[src/rtl/data_c_pack.sv]
// data_c_pack: packs RATIO narrow input beats LSB-first into one wide output word.
// Optional idle-timeout flush of partial words when DATA_C_PACK_FLUSH_EN is defined.
module data_c_pack #(
  parameter int ISIZE = 8,
  parameter int RATIO = 4,
  parameter int TIMEOUT = 16
) (
  input  logic                       clock,
  input  logic                       rst,
  input  logic [ISIZE-1:0]           in_data,
  input  logic                       in_valid,
  output logic                       in_ready,
  output logic [ISIZE*RATIO-1:0]     out_data,
  output logic                       out_valid,
  input  logic                       out_ready,
  output logic [$clog2(RATIO+1)-1:0] out_cnt
);
  localparam int CW = $clog2(RATIO);
  localparam int OCW = $clog2(RATIO+1);
  if (RATIO < 2 || RATIO > 16 || TIMEOUT < 2 || TIMEOUT > 1023) begin : g_bad_param
    $error("data_c_pack: parameter out of range");
  end
  logic [CW-1:0] cnt;
  logic [ISIZE*RATIO-1:0] gather, word;
  logic in_xfer, complete, flush;
  assign in_ready = !(cnt == CW'(RATIO-1) && out_valid && !out_ready);
  assign in_xfer = in_valid && in_ready;
  assign complete = in_xfer && cnt == CW'(RATIO-1);
  always_comb begin
    word = gather;
    word[cnt*ISIZE +: ISIZE] = in_data;
  end
`ifdef DATA_C_PACK_FLUSH_EN
  localparam int IW = $clog2(TIMEOUT+1);
  logic [IW-1:0] idle;
  logic out_free;
  assign out_free = !out_valid || out_ready;
  // idle saturates so a stalled flush keeps waiting for the output register
  assign flush = cnt != '0 && !in_xfer && idle >= IW'(TIMEOUT-1) && out_free;
  always_ff @(posedge clock)
    if (rst || in_xfer || cnt == '0 || flush) idle <= '0;
    else if (idle != IW'(TIMEOUT)) idle <= idle + 1'b1;
`else
  assign flush = 1'b0;
`endif
  always_ff @(posedge clock) begin
    if (rst) begin
      cnt <= '0;
      gather <= '0;
      out_data <= '0;
      out_valid <= 1'b0;
      out_cnt <= '0;
    end else if (complete) begin
      out_data <= word;
      out_valid <= 1'b1;
      out_cnt <= OCW'(RATIO);
      cnt <= '0;
      gather <= '0;
    end else if (flush) begin
      out_data <= gather;
      out_valid <= 1'b1;
      out_cnt <= OCW'(cnt);
      cnt <= '0;
      gather <= '0;
    end else begin
      if (in_xfer) begin
        gather <= word;
        cnt <= cnt + 1'b1;
      end
      if (out_valid && out_ready) out_valid <= 1'b0;
    end
  end
endmodule

[config.mk]
export PLATFORM = sky130hd
export DESIGN_NAME = data_c_pack
export DESIGN_NICKNAME = d
export VERILOG_FILES = /design/src/rtl/data_c_pack.sv
export SDC_FILE = /design/constraint.sdc
export NUM_CORES = 1
export LEC_CHECK = 0
export ABC_AREA = 0
export CORE_MARGIN = 2
export CORE_UTILIZATION = 56
export DETAILED_ROUTE_END_ITERATION = 16
export PLACE_DENSITY = 0.84
export SLEW_MARGIN = 20
export SYNTH_ARGS = -nofsm -noshare
export SYNTH_HDL_FRONTEND = slang
export SYNTH_SLANG_ARGS = --single-unit
[constraint.sdc]
create_clock -name clock -period 5.4 [get_ports clock]
set_clock_uncertainty 0.15 [all_clocks]
set_input_delay 1.08 -clock clock [delete_from_list [all_inputs] [get_ports clock]]
set_output_delay 1.08 -clock clock [all_outputs]
set_load 0.005 [all_outputs]
# ---- Word-level counts from Yosys, hierarchy flattened
# Index checks and enable logic that the tools add are counted.
dict set report totals {
  regBits 68
  in_bits 12
  out_inout_bits 37
  wordCells 22
}
dict set report classes {
  n_addsub 2
  eq_ne 1
  n_shift 2
  n_mux 3
  reduce_logical 9
}
# op n
set op_table {}
lappend op_table {{$neg A5 Y34} 1}
lappend op_table {{$shift A8 B34 Y32 const A} 1}
lappend op_table {{$shiftx A8 B34 Y32} 1}
lappend op_table {{$bwmux W32} 1}
lappend op_table {{$logic_and A1 B1 Y1} 5}
lappend op_table {{$add A2 B1 Y2 const B} 1}
lappend op_table {{$eq A2 B2 Y1 const B} 1}
lappend op_table {{$logic_not A1 Y1} 2}
lappend op_table {{$mux W1} 2}
lappend op_table {{$reduce_bool A2 Y1} 1}
lappend op_table {{$reduce_or A2 Y1} 1}

# ---- Longest topological paths before layout
# Gate-level depths: netlist of the first run.
dict set report logic_depth {
  ltp_word 7
  mapped_depth 8
}

# ---- Least setup slack after synthesis of the first run
# No wires, ideal clock.
dict set report synth_path {
  path_kind {in2out}
  from {input port out_ready}
  to {output port in_ready}
  arrival_ns 1.246
  t_required_ns 4.170
  path_slack_ns 2.924
  stages 1
  path_buffers 0
  cell_sequence {nand3b_4}
}
dict set report synth_between {
  elab_chain_len 3
}
# item line_no
set synth_lines {}
lappend synth_lines {{start: declaration} 15} ;# input logic out_ready,
lappend synth_lines {{$logic_not A1 Y1} 26} ;# assign in_ready = !(cnt == CW'(RATIO-1) && out_valid && !out_ready);
lappend synth_lines {{$logic_and A1 B1 Y1} 26}
lappend synth_lines {{$logic_not A1 Y1} 26}
lappend synth_lines {{end: declaration} 12} ;# output logic in_ready,
# Every way passes these cells.

# ---- Final worst setup path of the first run
# Same ends and word-level chain as after synthesis.

==> metrics.md, run 1 <==
| Metric | Value |
|---|---|
| Register area | 0.00136 mm^2 |
| WL final | 6820 um |
| Pleak | 1.28 nW |
| Multi-input logic area | 0.00126 mm^2 |
| Initial antenna violation count | 0 |
| Max incr delay on CP | 530 ps |
| Metal3 WL | 401 um |
| Gate Count Post-Synth | just over 300 |
| Drt first-iter violations | 305 |
| VDD IR-drop max | approximately 0.21 mV |
| Via count | 2473 |
| DRT Pass-1 Iters | 4 |
| Critical Path Stages | 3 |
| Period minus WS final | roughly 3500 ps |
| Max-cap viol count | 0 |
| Reg power frac | 45.7% |
| Fraction of layout cells with a size suffix above 1 | under 10% |
| Std-Cell Core Area | around 0.0048 mm^2 |
| Clock transition at path regs | 60 ps |
| DP Cell Count | just under 400 |
| Synth Warn # | 0 |
| Root Buffer | clkbuf_8 |
| # IOs | 49 |
| Post-synth cell types | 32 |
| Post-cts gate resize count | 0 |
| Final period utilization | 64.5% |
| CP dominant cell by count | clkdlybuf4s50_1 |
| Family with the most delay on the worst path | buffers and inverters |
| Clk buf depth | 2 |
| Drc violations | 0 |
| Combinational power share | 8.9% |
| Number of global-route vias before repair | 2254 |
| Sw frac | 22.7% |
| H-tree depth | 3 |
| Die width | 75.1 um |
| Starting Density | 58.8% |
| Crit-path cells | clkdlybuf4s50_1 -> nand3b_4 -> clkdlybuf4s50_1 |
| HP Class | register to register |
| CTS tree | done |
| Met2 routed WL | around 3300 um |
| Site row count | 25 |
| Insertion delay to the later sink of the worst-skew pair | 350 ps |
| CP arrival | 2250 ps |
| GR Util All Layers | 26.3% |
| CP Launch Type | input port |
| Hold Crit Depth | 2 |
| GRT overflow | 0 |
| Highest Clock Rate | 0.287 GHz |
| Worst r2r path cells | 5 |
| TNS Setup | 0 ps |
| WL per Instance | 16.7 um |
| Die area | 0.00565 mm^2 |
| # clock sinks | 68 |
| DR vias/cell | 6.08 |
| CP Buf/Inv Count | 2 |
| Final ANT Viol Nets | 0 |
| First-pass GRT wire length | 10900 um |
| Final Max Tran Viols | 0 |
| Area Growth Syn to Fin | 22.1% |
| Mapped cell area | 0.00283 mm^2 |
| Largest net degree at the start of global routing | 36 |
| ANT cells | 0 |
| Setup Buffers After CTS | 0 |
| Final setup fails | 0 |
| Req. time, crit path | 4170 ps |
| RSZ-0062 raised after global routing | false |
| Fin cells | 407 |
| Syn avg cell area | 9.17 um^2 |
| Die Y | 75.1 um |
| HPWL after detailed placement | 4140 um |
| Power density over the cells | 329 mW/mm^2 |
| Worst Max-Slew Pin Slew | 999 ps |
| Register area share after synthesis | between 40% and 50% |
| Psw | 0.000258 W |
| Status | finished clean |
| Critical Path Sink Type | output pin |
| Buffers on Ports | 46 |
| Total power | 0.00114 W |
| Register bit total from synthesis | 68 |
| CP Max Fanout | 8 |
| Critical path class | input port to output pin |
| Hold_buf cts | 0 |
| Final hold viol count | 0 |
| Final Wtd Congestion | about 0.85 |
| Internal | between 0.0008 and 0.0009 W |
| Number of CTS-inserted buffers | 9 |
| Clock power frac | a little under half |
| Max-slew headroom | 33.4% |
| NumNets Final | around 350 |
| Met1 wire length | 2870 um |
| Layout fillers | 390 |
| Highest metal used | met4 |
| Max stage delay cell, worst path | clkdlybuf4s50_1 |
## synthesized netlist by cell type (all sizes together)
cell,number,share of area [%]
dfxtp,68,48
nor2,69,9.1
nand3b,2,0.97
a22oi,8,2.1
a21oi,2,0.35
nor2b,2,0.44
nand2,4,0.53
a32oi,22,6.8
nand2b,2,0.44
nor4b,1,0.84
conb,1,0.13
ha,6,2.6
and4,2,0.66
buf,23,5.3
nand3,5,0.88
a221oi,30,9.3
and4bb,1,0.44
and2,1,0.22
nor3,39,7.4
clkbuf,12,1.6
xnor2,1,0.31
inv,6,0.79
and3,2,0.62
## sequential cells by signal, indices dropped and copies added, names as in the netlist
register / cells
gather: 32
cnt: 2
out_data: 32
out_cnt: 1
out_valid: 1
## final cells by class
class,count,area share (%)
clock buffer,12,4.48
inverter,6,0.651
clock inverter,4,2.75
sequential,68,39.3
tap,67,2.42
multi-input combinational,201,36.4
timing repair buffer,49,14.0
## routing by layer
layer | vias up | GRT usage [%]
met1 | 1181 | 32.6
met3 | 17 | 5.49
met4 | 0 | 15.0
met2 | 90 | 42.4
li1 | 1185 | -
met5 | - | 0
## placed cells by master, fill, tap and decap left out
cell,count
inv_2,2
nand3b_4,1
a221oi_1,30
inv_1,4
clkinv_2,1
xnor2_1,1
conb_1,2
a21oi_1,2
and4_1,1
nor4b_4,1
nor3_1,36
bufinv_16,3
clkbuf_8,11
nor2_1,69
nand2_1,4
nand2b_1,2
clkdlybuf4s50_1,46
dfxtp_1,68
clkbuf_1,1
and2_1,1
buf_4,3
nor2b_1,2
ha_1,6
nor3_2,3
and4bb_1,1
nand3_1,5
and3_2,1
and3_4,1
nand3b_1,1
a22oi_1,8
a32oi_1,22
and4_2,1
## power groups by stage
stage,clock network [W],logic [W],registers [W]
5_1_grt,0.000541,0.000111,0.000521
2_1_floorplan,0,0.0000717,0.000530
3_5_place_dp,0,0.0000985,0.000531
6_report,0.000517,0.000101,0.000520
4_1_cts,0.000524,0.000101,0.000519
3_3_place_gp,0,0.0000965,0.000530
## per-stage QoR
step / worst slack, ps / hold WS, ps / cell area, um^2 / utilization (%)
final: 1920 / 323 / 3460 / 71.8
after global routing: 1890 / 360 / 3460 / 71.8
after CTS: 1920 / 326 / 3460 / 71.8
after detailed placement: 1920 / 311 / 3210 / 66.6
after global placement: 1950 / 300 / 3210 / 66.6
after floorplan: 2920 / 304 / 2840 / -
## path summary, 6_finish.rpt
path	startpoint	end	slack (ps)
max reg2reg	cnt[0]	out_data[31]	2980
min	out_cnt[2]	out_cnt[2]	320
max	out_ready	in_ready	1920
min reg2reg	out_cnt[2]	out_cnt[2]	320
## worst register-to-register path, cell delays in order, from the launching register on
cell and delay, ps:
dfxtp_1 500, inv_2 130, ha_1 420, nor4b_4 710, a221oi_1 230, nor3_1 200
## cells by family (layout without fill, tap and decap cells)
group | count (synthesis) | in the layout | share of synthesized area, %
AOI/OAI and AO/OA | 62 | 62 | 18.5
buffers and inverters | 41 | 71 | 7.73
DFF | 68 | 68 | 48.0
xor gates and xnor gates | 1 | 1 | 0.309
other | 1 | 2 | 0.132
and+or+nand+nor | 130 | 130 | 22.6
adders and majority gates | 6 | 6 | 2.65
Note: power is estimated with default switching activity, not from simulation.
==> inputs of run 2 (changes only) <==
Settings changed: CORE_UTILIZATION 56 to 52, PLACE_DENSITY 0.84 to 0.79.
Clock period 5.4 ns to 3.64 ns, I/O delays scaled along.
==> metrics.md, run 2 (synthesis gave the netlist of run 1 again) <==
| Metric | Value |
|---|---|
| TNS Setup | 0 ps |
| WL per Instance | 16.4 um |
| R2R Setup Slk | 1230 ps |
| WL final | 6780 um |
| Std-Cell Core Area | 0.00517 mm^2 |
| Crit path capture | in_ready |
| Max stage delay cell, worst path | clkdlybuf4s50_1 |
| Layout fillers | 438 |
| Total power | 0.00144 W |
| DRT Pass-1 Iters | 5 |
| CP arrival | 1890 ps |
| GRT overflow | 0 |
| Die area | 0.00606 mm^2 |
| Max-cap viol count | 0 |
| CTS tree | done |
| Final hold viol count | 0 |
| VDD IR-drop max | 0.261 mV |
| Setup slack after layout | 869 ps |
| First-pass GRT wire length | ~11000 um |
| Drt first-iter violations | 175 |
| Via count | roughly 2400 |
| Req. time, crit path | 2760 ps |
| Die Y | between 70 and 80 um |
| RSZ-0062 raised after global routing | false |
| Critical path class | input port to output pin |
| Critical R2R Launch | cnt[0] |
| Clk buf depth | 2 |
| CP Max Fanout | 8 |
| GR Util All Layers | 23.0% |
| Max-slew headroom | 51.3% |
| CP dominant cell by count | clkdlybuf4s50_1 |
| ANT cells | 0 |
| Initial antenna violation count | 0 |
| Fin cells | between 400 and 500 |
| NumNets Final | 358 |
| Commonest non-fill, non-tap cell in the layout | nor2_1 |
| Post-cts gate resize count | 0 |
| Final ANT Viol Nets | 0 |
| Max incr delay on CP | 510 ps |
| Site row count | 26 |
| Final Max Tran Viols | 0 |
| Power density over the cells | 422 mW/mm^2 |
| DP Cell Count | 399 |
| Status | finished clean |
| Hold_buf cts | 0 |
| Setup Buffers After CTS | 0 |
| Root Buffer | clkbuf_8 |
| Most frequent cells in the layout | nor2_1, dfxtp_1, clkdlybuf4s50_1 |
| Critical Path Sink Type | output pin |
| Clock transition at path regs | 60 ps |
| Area Growth Syn to Fin | 20.2% |
| Die width | 77.8 um |
| Crit path launch | out_ready |
| FF-to-FF End | out_data[28] |
| Insertion delay to the later sink of the worst-skew pair | around 330 ps |
| Pleak | 1.26 nW |
| Final Wtd Congestion | 0.843 |
| Final period utilization | roughly 76% |
| Crit-path cells | clkdlybuf4s50_1 -> nand3b_4 -> clkdlybuf4s50_1 |
| Highest Clock Rate | ~0.36 GHz |
| Drc violations | 0 |
| # IOs | 49 |
| Number of global-route vias before repair | about 2200 |
| Buffers on Ports | 46 |
| H-tree depth | 3 |
| Largest regs | gather (32), out_data (32), cnt (2) |
| Number of CTS-inserted buffers | 9 |
| Fraction of layout cells with a size suffix above 1 | 8.45% |
| Starting Density | a little over half |
| Largest net degree at the start of global routing | 36 |
| # clock sinks | 68 |
| Period minus WS final | 2770 ps |
| Worst Max-Slew Pin Slew | 727 ps |
| Worst r2r path cells | 5 |
| Final setup fails | 0 |
| HPWL after detailed placement | 4410 um |
| CP Launch Type | input port |
| DR vias/cell | between 5 and 6 |
| DP Worst Slack | 871 ps |
| HP Class | register to register |
-- run 2: report_power, final --
part | leakage [nW] | switching [W] | internal, W | total (W)
clock network | 0.0783 | 0.000258 | 0.000258 | 0.000516
registers | 0.549 | 0.0000110 | 0.000760 | 0.000771
logic | 0.630 | 0.0000964 | 0.0000560 | 0.000152
-- run 2: worst max-delay path: cells and delay by family --
kind / cells / cell delay [ps]
buffers and inverters: 2 / 990
AND/OR/NAND/NOR: 1 / 170
-- run 2: worst min-delay path by stage --
stage | end | startpoint | depth (start not counted)
after detailed placement | out_cnt[2] | out_cnt[2] | 2
after global placement | out_cnt[2] | out_cnt[2] | 2
final | out_cnt[2] | out_cnt[2] | 2
after global routing | gather[10] | gather[10] | 2
after CTS | out_cnt[2] | out_cnt[2] | 2
after floorplan | gather[11] | gather[11] | 2
-- run 2: final cells by class --
type | instances | area [um^2] | share of cell area, %
clock buffers | 12 | 145 | 4.26
clock inverters | 2 | 12.5 | 0.367
inverters | 6 | 22.5 | 0.661
multi-input cells | 201 | 1260 | 36.9
flip-flops and latches | 68 | 1360 | 40.0
well taps | 70 | 87.6 | 2.57
repair buffers | 54 | 520 | 15.3
-- run 2: metrics by stage --
step / util (%) / hold slack, ps / instance area, um^2
2_1_floorplan: - / 304 / 2840
3_3_place_gp: 62.8 / 303 / 3250
3_5_place_dp: 62.8 / 312 / 3250
4_1_cts: 65.9 / 327 / 3410
5_1_grt: 65.9 / 354 / 3410
6_report: 65.9 / 320 / 3410
-- run 2: metal layers --
metal	vias to the layer above	wire length, um	share of wire (%)	track usage (%)
met5	-	0	0	0
met3	16	391	5.8	3.60
met4	0	201	3.0	12.7
met1	1168	3010	44	30.4
met2	75	3180	47	35.8
li1	1185	-	-	-
==> inputs of run 3 (changes only) <==
Clock period 3.64 ns to 2.72 ns, I/O delays scaled along.
==> metrics.md, run 3 (synthesis gave the netlist of run 1 again) <==
| Metric | Value |
|---|---|
| Period minus WS final | 2440 ps |
| # clock sinks | between 60 and 70 |
| Clk buf depth | 2 |
| Commonest non-fill, non-tap cell in the layout | nor2_1 |
| Std-Cell Core Area | between 0.005 and 0.006 mm^2 |
| Via count | 2555 |
| Hold_buf cts | 0 |
| GR Util All Layers | between 20% and 30% |
| Max-slew headroom | a little under two thirds |
| Status | finished clean |
| HP Class | register to register |
| Worst Max-Slew Pin Slew | 550 ps |
| Max incr delay on CP | 490 ps |
| Die width | 77.8 um |
| WL final | a little under 7000 um |
| Critical Path Sink Type | output pin |
| Root Buffer | clkbuf_8 |
| Number of global-route vias before repair | 2207 |
| ANT cells | 0 |
| Max-cap viol count | 0 |
| Post-cts gate resize count | 0 |
| Total power | between 0.0015 and 0.002 W |
| FF-to-FF End | out_data[23] |
| Most frequent cells in the layout | nor2_1, dfxtp_1, clkdlybuf4s50_1 |
| CP Max Fanout | 8 |
| # IOs | 49 |
| Site row count | 26 |
| Power density over the cells | slightly below 600 mW/mm^2 |
| Fin cells | 413 |
| RSZ-0062 raised after global routing | false |
| Final Max Tran Viols | 0 |
| Critical path class | register to output pin |
| Fraction of layout cells with a size suffix above 1 | just over 8% |
| CP Launch Type | register |
| Largest net degree at the start of global routing | 35 |
| Die Y | 77.8 um |
| NumNets Final | between 300 and 400 |
| Final Wtd Congestion | just over 0.8 |
| WL per Instance | 16.7 um |
| Crit-path cells | ha_1 -> nand3b_4 -> clkdlybuf4s50_1 |
| Final setup fails | 0 |
| Drt first-iter violations | 223 |
| Die area | 0.00606 mm^2 |
| Final core occ | ~66% |
| HPWL after detailed placement | 4300 um |
| Final period utilization | around nine tenths |
| WHS Endpoint | out_cnt[2] |
| Layout fillers | 415 |
| VDD IR-drop max | roughly 0.33 mV |
| Final ANT Viol Nets | 0 |
| H-tree depth | 3 |
| Number of CTS-inserted buffers | 9 |
| R2R Setup Slk | 430 ps |
| Initial antenna violation count | 0 |
| GRT overflow | 0 |
| Multi-input logic area | 0.00126 mm^2 |
| Max stage delay cell, worst path | dfxtp_1 |
| Pleak | between 1 and 1.5 nW |
| Final hold viol count | 0 |
| DP Cell Count | 397 |
| Register area | 0.00136 mm^2 |
| Drc violations | 0 |
| Setup Buffers After CTS | 0 |
| TNS Setup | 0 ps |
| CTS tree | done |
| Hold Crit Depth | 2 |
| Clock transition at path regs | ~70 ps |
| Starting Density | 54.8% |
| CP arrival | 1750 ps |
| Insertion delay to the later sink of the worst-skew pair | 340 ps |
| Area Growth Syn to Fin | 21.0% |
| Critical R2R Launch | cnt[0] |
| DRT Pass-1 Iters | 5 |
| Hold wc startpoint | out_cnt[2] |
| Buffers on Ports | 46 |
| Highest Clock Rate | between 0.4 and 0.5 GHz |
| First-pass GRT wire length | between 10000 and 15000 um |
| Largest regs | gather (32), out_data (32), cnt (2) |
| Req. time, crit path | 2030 ps |
| Worst r2r path cells | 5 |
| DR vias/cell | 6.19 |
run 3: changes by cell type in the layout (fill, tap and decap cells not counted), sizes merged:
cell      delta
buf          -2
clkbuf       +3
clkinvlp     -1
run 3: worst max path at each step:
stage          cells after the start   endpoint       from
2_1_floorplan                      8  gather[0]     cnt[0]
3_3_place_gp                       3   in_ready  out_ready
3_5_place_dp                       3   in_ready  out_ready
4_1_cts                            3   in_ready     cnt[0]
5_1_grt                            3   in_ready     cnt[0]
6_report                           3   in_ready     cnt[0]
run 3: worst max-delay path: cells and delay by family (launching register included):
kind / cells / cell delay [ps]
buf+inv: 1 / 470
simple gates: 1 / 150
flops: 1 / 490
fa+ha+maj: 1 / 300
run 3: layout make-up:
type	count	share of cell area (%)
timing repair buffer	52	15.1
clock inverter	1	0.146
sequential	68	39.7
tap	70	2.55
multi-input combinational	201	36.7
clock buffer	15	5.15
inverter	6	0.657
run 3: report_power, final:
part	internal, W	switching, W
Sequential	0.00102	0.0000149
Clock	0.000406	0.000358
Combinational	0.0000739	0.000129
run 3: stage by stage:
stage | hold slack [ps] | cell area, um^2 | setup WS [ps]
after global placement | 304 | 3250 | 339
after CTS | 330 | 3430 | 270
final | 329 | 3430 | 278
after detailed placement | 314 | 3250 | 330
after global routing | 355 | 3430 | 195
after floorplan | 304 | 2840 | 731
run 3: routing by layer:
metal	track usage, %	vias up	share of wire [%]
li1	-	1187	-
met1	31.2	1221	44
met2	35.3	128	47
met3	3.95	19	6.4
met4	12.1	0	2.5
met5	0	-	0
